--- src/rtl/adder_pkg.sv ---
// Shared definitions for the bit-serial adder: FSM state encoding.
package adder_pkg;

    typedef enum logic [1:0] {
        ST_IDLE = 2'd0,
        ST_RUN  = 2'd1,
        ST_DONE = 2'd2
    } state_t;

endpackage

--- src/rtl/full_adder.sv ---
// Single-bit full adder cell used as the bit-slice of the serial adder.
module full_adder (
    input  logic A,
    input  logic B,
    input  logic C,
    output logic S,
    output logic Co
);

    assign S  = A ^ B ^ C;
    assign Co = (A & B) | (C & (A ^ B));

endmodule

--- src/rtl/serial_adder.sv ---
// Bit-serial WIDTH-bit adder: one full_adder slice, LSB first, carry held in a flop.
module serial_adder
    import adder_pkg::*;
#(
    parameter int WIDTH = 8,
    parameter int CW    = $clog2(WIDTH)
) (
    input  logic             clk,
    input  logic             rst,
    input  logic             start,
    input  logic [WIDTH-1:0] a,
    input  logic [WIDTH-1:0] b,
    input  logic             cin,
    output logic             busy,
    output logic             done,
    output logic [WIDTH-1:0] sum,
    output logic             cout
);

    localparam logic [CW-1:0] LAST_BIT = CW'(WIDTH - 1);

    state_t           state_reg;
    logic [WIDTH-1:0] sh_a_reg;
    logic [WIDTH-1:0] sh_b_reg;
    logic             carry_reg;
    logic [CW-1:0]    cnt_reg;
    logic             fa_s;
    logic             fa_co;

    full_adder u_fa (
        .A  (sh_a_reg[0]),
        .B  (sh_b_reg[0]),
        .C  (carry_reg),
        .S  (fa_s),
        .Co (fa_co)
    );

    always_ff @(posedge clk or posedge rst) begin
        if (rst) begin
            state_reg <= ST_IDLE;
            busy      <= 1'b0;
            done      <= 1'b0;
            sum       <= '0;
            cout      <= 1'b0;
            sh_a_reg  <= '0;
            sh_b_reg  <= '0;
            carry_reg <= 1'b0;
            cnt_reg   <= '0;
        end else begin
            case (state_reg)
                ST_IDLE: begin
                    done <= 1'b0;
                    if (start) begin
                        sh_a_reg  <= a;
                        sh_b_reg  <= b;
                        carry_reg <= cin;
                        cnt_reg   <= '0;
                        sum       <= '0;
                        busy      <= 1'b1;
                        state_reg <= ST_RUN;
                    end
                end
                ST_RUN: begin
                    // Result bits enter at the MSB so after WIDTH shifts bit 0 lands at sum[0].
                    sum       <= {fa_s, sum[WIDTH-1:1]};
                    carry_reg <= fa_co;
                    sh_a_reg  <= {1'b0, sh_a_reg[WIDTH-1:1]};
                    sh_b_reg  <= {1'b0, sh_b_reg[WIDTH-1:1]};
                    cnt_reg   <= cnt_reg + CW'(1);
                    if (cnt_reg == LAST_BIT) begin
                        cout      <= fa_co;
                        busy      <= 1'b0;
                        done      <= 1'b1;
                        state_reg <= ST_DONE;
                    end
                end
                ST_DONE: begin
                    done      <= 1'b0;
                    state_reg <= ST_IDLE;
                end
                default: begin
                    busy      <= 1'b0;
                    done      <= 1'b0;
                    state_reg <= ST_IDLE;
                end
            endcase
        end
    end

endmodule

--- config.mk ---
export PLATFORM = sky130hd
export DESIGN_NAME = serial_adder
export DESIGN_NICKNAME = d
export VERILOG_FILES = /design/src/rtl/adder_pkg.sv /design/src/rtl/full_adder.sv /design/src/rtl/serial_adder.sv
export SDC_FILE = /design/constraint.sdc
export NUM_CORES = 1
export LEC_CHECK = 0
export BUFFER_PORTS_ARGS = -buffer_cell sky130_fd_sc_hd__buf_2
export CORE_MARGIN = 8
export CORE_UTILIZATION = 40
export DETAILED_ROUTE_END_ITERATION = 7
export GPL_ROUTABILITY_DRIVEN = 0
export PLACE_DENSITY = 0.6
export SKIP_LAST_GASP = 1
export SYNTH_ARGS = -nofsm -noshare
export SYNTH_HDL_FRONTEND = slang
export SYNTH_HIERARCHICAL = 1
export SYNTH_SLANG_ARGS = --single-unit
export TNS_END_PERCENT = 10
--- constraint.sdc ---
create_clock -name clk -period 1.6 [get_ports clk]
set_input_delay 0.16 -clock clk [delete_from_list [all_inputs] [get_ports clk]]
set_output_delay 0.16 -clock clk [all_outputs]
set_load 0.1 [all_outputs]
==> results of run 1 <==
-- cells in the mapped netlist, types with 3 or more instances --
cell type	n
o21ai_0	9
buf_4	4
buf_2	5
dfrtp_1	33
nor2b_1	3
a21oi_1	10
inv_1	5
o22ai_1	10
nor2_1	10
nand2_1	4
a22o_1	10
nor3_1	17
-- worst paths after layout --
check                                         start                  endpoint  slack [ns]
min in group asynchronous                       rst  state_reg[0]$_DFFE_PP0P_        0.46
min                                            b[7]   sh_b_reg[7]$_DFFE_PP0P_        0.08
min reg2reg                        busy$_DFFE_PP0P_          busy$_DFFE_PP0P_        0.50
max reg2reg                state_reg[0]$_DFFE_PP0P_   sh_a_reg[6]$_DFFE_PP0P_        0.19
max                        state_reg[0]$_DFFE_PP0P_   sh_a_reg[6]$_DFFE_PP0P_        0.19
max in group asynchronous                       rst    cnt_reg[1]$_DFFE_PP0P_        0.85
-- cell type report --
class | count | area [um^2]
clock buffer | 7 | 55.05
fill | 362 | 1863
inverter | 5 | 18.77
multi-input combinational | 89 | 558.0
sequential | 33 | 825.8
tap | 48 | 60.06
timing repair buffer | 36 | 197.7
-- per-layer routing --
layer	GRT usage	vias to the layer above	wire (um)
met5	0	-	0
met1	0.1456	547	1552
li1	-	556	-
met4	0.05192	0	31
met3	0.04009	4	157
met2	0.1877	22	1497
-- what timing repair did --
action	4_1_cts	5_1_grt
setup endpoints to repair	0	6
resized for setup	0	1
hold endpoints to repair	33	0
hold buffers	1	0
-- critical path, stage by stage (launching register included) --
cell     delay [ns]
dfrtp_1        0.44
buf_4          0.19
or4b_1         0.50
o21ai_0        0.08
a21oi_1        0.06
-- report_power, final --
| group | leakage [nW] | total, mW | internal (mW) | switching, mW |
|---|---|---|---|---|
| clock | 0.0314 | 0.470 | 0.207 | 0.263 |
| combinational | 0.367 | 2.14 | 0.603 | 1.54 |
| sequential | 0.398 | 1.47 | 1.21 | 0.253 |
| total | 0.796 | 4.08 | 2.02 | 2.06 |
-- metrics by stage --
step	cells	util
finish	218	0.4794
global route	218	0.4794
CTS	218	0.4783
detailed placement	210	0.4601
global placement	210	0.4601
floorplan	138	-
-- cell families (layout without fill, tap and decap cells) --
kind of cell | after synthesis | after routing | synth area share
buffers and inverters | 16 | 48 | 0.05565
multiplexers | 1 | 1 | 0.007705
AO/OA/AOI/OAI | 44 | 44 | 0.1969
flip-flops | 33 | 33 | 0.5651
adder cells (fa/ha/maj) | 3 | 3 | 0.03082
AND/OR/NAND/NOR | 41 | 41 | 0.1438
==> results.cfg, run 1 <==
[job]
cap_viol_max_count = 0

[hold_path]
holdPathStages = 3
hp-class = primary input to register

[sta]
whs_ns = 0.07604
fin_setup_tns_ns = 0
fmax_mhz = 708.8
skew_ns = 0.006322
worst_pin_slew_ns = 0.5260
setup_viol = 0
fin_crit_sh = 0.8818
period_needed_ns = 1.411
drv_slew = 0
final_hold_viol_count = 0
slew_headroom = 0.6491
grt_setup_unrepaired = false
worst_slack_ns = 0.1891

[status]
status = finished, final reports clean

[critical_path]
cp_data_arrival_time_ns = 1.61
path_max_fanout = 10
crit_path_start_kind = register
critPathKind = register to register
cp-end-kind = register
critPathRequiredTime_ns = 1.79
r2r_cells = 4

[clock_tree]
cts_tree = built
clk_pin_slew_ns = 0.10
clock_latency_ns = 0.33
numClockSinks = 33
cts_setup_buffers = 0
clockBufferDepth = 2
root_buffer = clkbuf_4
cts.htree.levels = 2
cts_made_buffers = 5

[cells_and_area]
final_cell_area_mm2 = 0.001715
nets = 193
drive_gt1_frac = 0.2647
mostFrequentLayoutCells = 33 x dfrtp_1, 30 x buf_2, 17 x nor3_1
diodes = 0
syn_to_final_growth_pct = 17.38
mostFrequentLayoutCell = dfrtp_1

[synthesis]
synth.top_cell.area_share = 0.5651
ys_warn_count = 6
synth_edf_count = 0
synth_top_area_cell = dfrtp_1
synth.area.top_cells = dfrtp_1 57%, a22o_1 6.0%, nor3_1 5.8%
ys_ff_latch = 33
syn_nets = 161
synthArstFlopShare = 1.000
synthDistinctLibCells = 26
seq_area_frac_synth = 0.5651
syn-cell-area_mm2 = 0.001461
syn-mean-instance-area_um2 = 10.59
synthCells = 138
synthFlopType = dfrtp_1

[floorplanning]
start_util = 0.4084
io_pins = 31
die_x_um = 76.45
num_rows = 22
fp.coreArea_mm2 = 0.003578
die_height_um = 76.45
dieArea_mm2 = 0.005844

[place]
port_buffers = 30
dp_slack_ns = 0.08587
place_hpwl_mm = 2.276
placed_area_mm2 = 0.001647

[routing]
firstDrtPassIters = 3
wl_mm = 3.239
drc = 0
drt-initial-drc-count = 34
avgRoutedWirePerCell_um = 14.86
ant_nets = 0
routed-via-count = 1129
routed_via_density = 5.179

[grt]
antenna_found_initial = 0
overflow = 0
grt_use_total = 0.1197
grt_pass1_vias = 1277
grt_pass1_wl_mm = 5.830
grt_max_degree = 34

[power_and_ir_drop]
power_mw = 4.080
p_leak_nw = 0.7960
ir_worst_vdd_v = 0.0009934
powerDensity_mw_per_mm2 = 2378
(Power assumes the default switching activity.)
==> run 2, diff against run 1 <==
PLACE_DENSITY = 0.59   (was 0.6)
SYNTH_HIERARCHICAL = unset   (was 1)
==> results.cfg, run 2 <==
[status]
status = finished, final reports clean

[floorplanning]
dieArea_mm2 = 0.006080
fp.coreArea_mm2 = 0.003689
io_pins = 31
die_height_um = 77.98
die_x_um = 77.98
start_util = 0.4166
num_rows = 22

[synthesis]
synthArstFlopShare = 1.000
synthDistinctLibCells = 29
synthFlopType = dfrtp_1
seq_area_frac_synth = 0.5375
syn-cell-area_mm2 = 0.001536
synth.top_cell.area_share = 0.5375
syn-mean-instance-area_um2 = 10.90
synth_top_area_cell = dfrtp_1
synth.most_common_cell = dfrtp_1
syn_nets = 164
synthCells = 141
ys_ff_latch = 33
ys_warn_count = 0
synth_edf_count = 0
synth_common_cells = 33 x dfrtp_1, 16 x nor3_1, 13 x nor3b_1
synth.area.top_cells = dfrtp_1 54%, nor3b_1 6.4%, a22o_1 5.7%

[cells_and_area]
finalNonFillerCells = 224
mostFrequentLayoutCell = dfrtp_1
fin_util = 0.5054
drive_gt1_frac = 0.2727
nets = 198
mostFrequentLayoutCells = 33 x dfrtp_1, 30 x buf_2, 16 x nor3_1, 13 x nor3b_1, 11 x nor2_1
final_cell_area_mm2 = 0.001864
syn_to_final_growth_pct = 21.34
diodes = 0
multi_input_area_um2 = 598.1
fill_cells = 356
seq_area_um2 = 825.8

[place]
port_buffers = 30
dp.cells = 215
place_hpwl_mm = 2.378
dp_slack_ns = 0.2176
placed_area_mm2 = 0.001720

[clock_tree]
cts.htree.levels = 2
cts_made_buffers = 5
clockBufferDepth = 2
numClockSinks = 33
clock_latency_ns = 0.29
root_buffer = clkbuf_8
ctsResizeCount = 0
cts_tree = built
clk_pin_slew_ns = 0.07

[critical_path]
crit_path_max_incr_delay_ns = 0.43
cp.depth = 4
reg2reg_slack_ns = 0.22
critPathRequiredTime_ns = 1.75
critPathBufInv = 1
cp_data_arrival_time_ns = 1.53
cp-end-kind = register
critPathKind = register to register
r2r_cells = 4
regToRegEndpoint = sh_b_reg[0]$_DFFE_PP0P_
r2r_start = state_reg[0]$_DFFE_PP0P_
setup.worst_path.start = state_reg[0]$_DFFE_PP0P_
crit_path_cell_trace = buf_4 > or2b_1 > nor3_1 > a211oi_1
crit_family = simple AND/OR/NAND/NOR gates
path_max_fanout = 10
crit_slowest_cell = dfrtp_1
critPathCapture = sh_b_reg[0]$_DFFE_PP0P_
crit_path_start_kind = register

[sta]
fmax_mhz = 724.1
skew_ns = 0.006583
whs_ns = 0.09784
fin_setup_tns_ns = 0
grt_setup_unrepaired = false
worst_slack_ns = 0.2190
final_hold_viol_count = 0
period_needed_ns = 1.381
fin_crit_sh = 0.8631
drv_slew = 0
setup_viol = 0
slew_headroom = 0.5139
worst_pin_slew_ns = 0.7277

[power_and_ir_drop]
p_seq_frac = 0.313
ir_worst_vdd_v = 0.0008266
p_leak_nw = 0.8942
p_int_mw = 2.474
powerDensity_mw_per_mm2 = 2462
clkPwrFrac = 0.202
combPwrFrac = 0.484
power_mw = 4.590
sw_frac_of_total = 0.4609
switchingPower_mw = 2.115

[routing]
routed_via_density = 5.259
wl_mm = 3.406
ant_nets = 0
avgRoutedWirePerCell_um = 15.21
routed-via-count = 1178
firstDrtPassIters = 4
drc = 0
drt-initial-drc-count = 70

[job]
cap_viol_max_count = 0

[grt]
grt_use_total = 0.1163
grt_pass1_wl_mm = 5.706
antenna_found_initial = 0
overflow = 0
grt_pass1_vias = 1238
grt_max_degree = 34

[hold_path]
hp-class = primary input to register
run 2: cell count changes in the layout (fill, tap and decap cells not counted), moves of 2 or more:
cell	change
inv_1	+4
nor2b_1	-2
buf_4	+2
nand2b_1	+2
a211oi_1	+2
o31ai_1	+2
a21oi_1	-5
clkbuf_4	-5
o22ai_1	-10
o21ai_1	+2
o21ai_0	-5
clkbuf_8	+4
bufinv_16	+2
nor3b_1	+11
run 2: final cells by class:
cell class,instances,area share
sequential,33,0.4430
multi-input combinational,88,0.3208
timing repair buffer,38,0.1141
clock buffer,5,0.03691
clock inverter,3,0.03490
tap,48,0.03221
inverter,9,0.01812
run 2: repair_timing:
action / in CTS / in global routing
setup buffers: 0 / 0
hold buffers: 1 / 0
endpoints found under the hold margin: 33 / 0
run 2: power by group through the flow:
stage,Sequential [mW],Clock (mW),Combinational (mW)
2_1_floorplan,2.32,0,0.976
3_3_place_gp,1.43,0,2.20
3_5_place_dp,1.46,0,2.24
4_1_cts,1.44,0.948,2.25
5_1_grt,1.49,0.987,2.38
6_report,1.44,0.929,2.22
run 2: how the worst min path moves through the flow:
stage | from | endpoint | slack, ns | cells after the start
2_1_floorplan | rst | busy$_DFFE_PP0P_ | 0.29 | 1
3_3_place_gp | rst | sh_b_reg[6]$_DFFE_PP0P_ | 0.26 | 3
3_5_place_dp | rst | sh_b_reg[6]$_DFFE_PP0P_ | 0.28 | 3
4_1_cts | b[7] | sh_b_reg[7]$_DFFE_PP0P_ | 0.1 | 2
5_1_grt | b[7] | sh_b_reg[7]$_DFFE_PP0P_ | 0.09 | 2
6_report | b[7] | sh_b_reg[7]$_DFFE_PP0P_ | 0.1 | 2
run 2: layer usage:
metal | wire (um) | up-vias | GRT usage
li1 | - | 564 | -
met1 | 1557 | 576 | 0.1357
met2 | 1642 | 30 | 0.1921
met3 | 162 | 8 | 0.04378
met4 | 44 | 0 | 0.03889
met5 | 0 | - | 0
run 2: logic make-up after synthesis:
group                    share of synthesized area
buffers and inverters                      0.07328
AO/OA/AOI/OAI                               0.1677
flip-flops                                  0.5375
adder cells (fa/ha/maj)                    0.02931
AND/OR/NAND/NOR                             0.1922
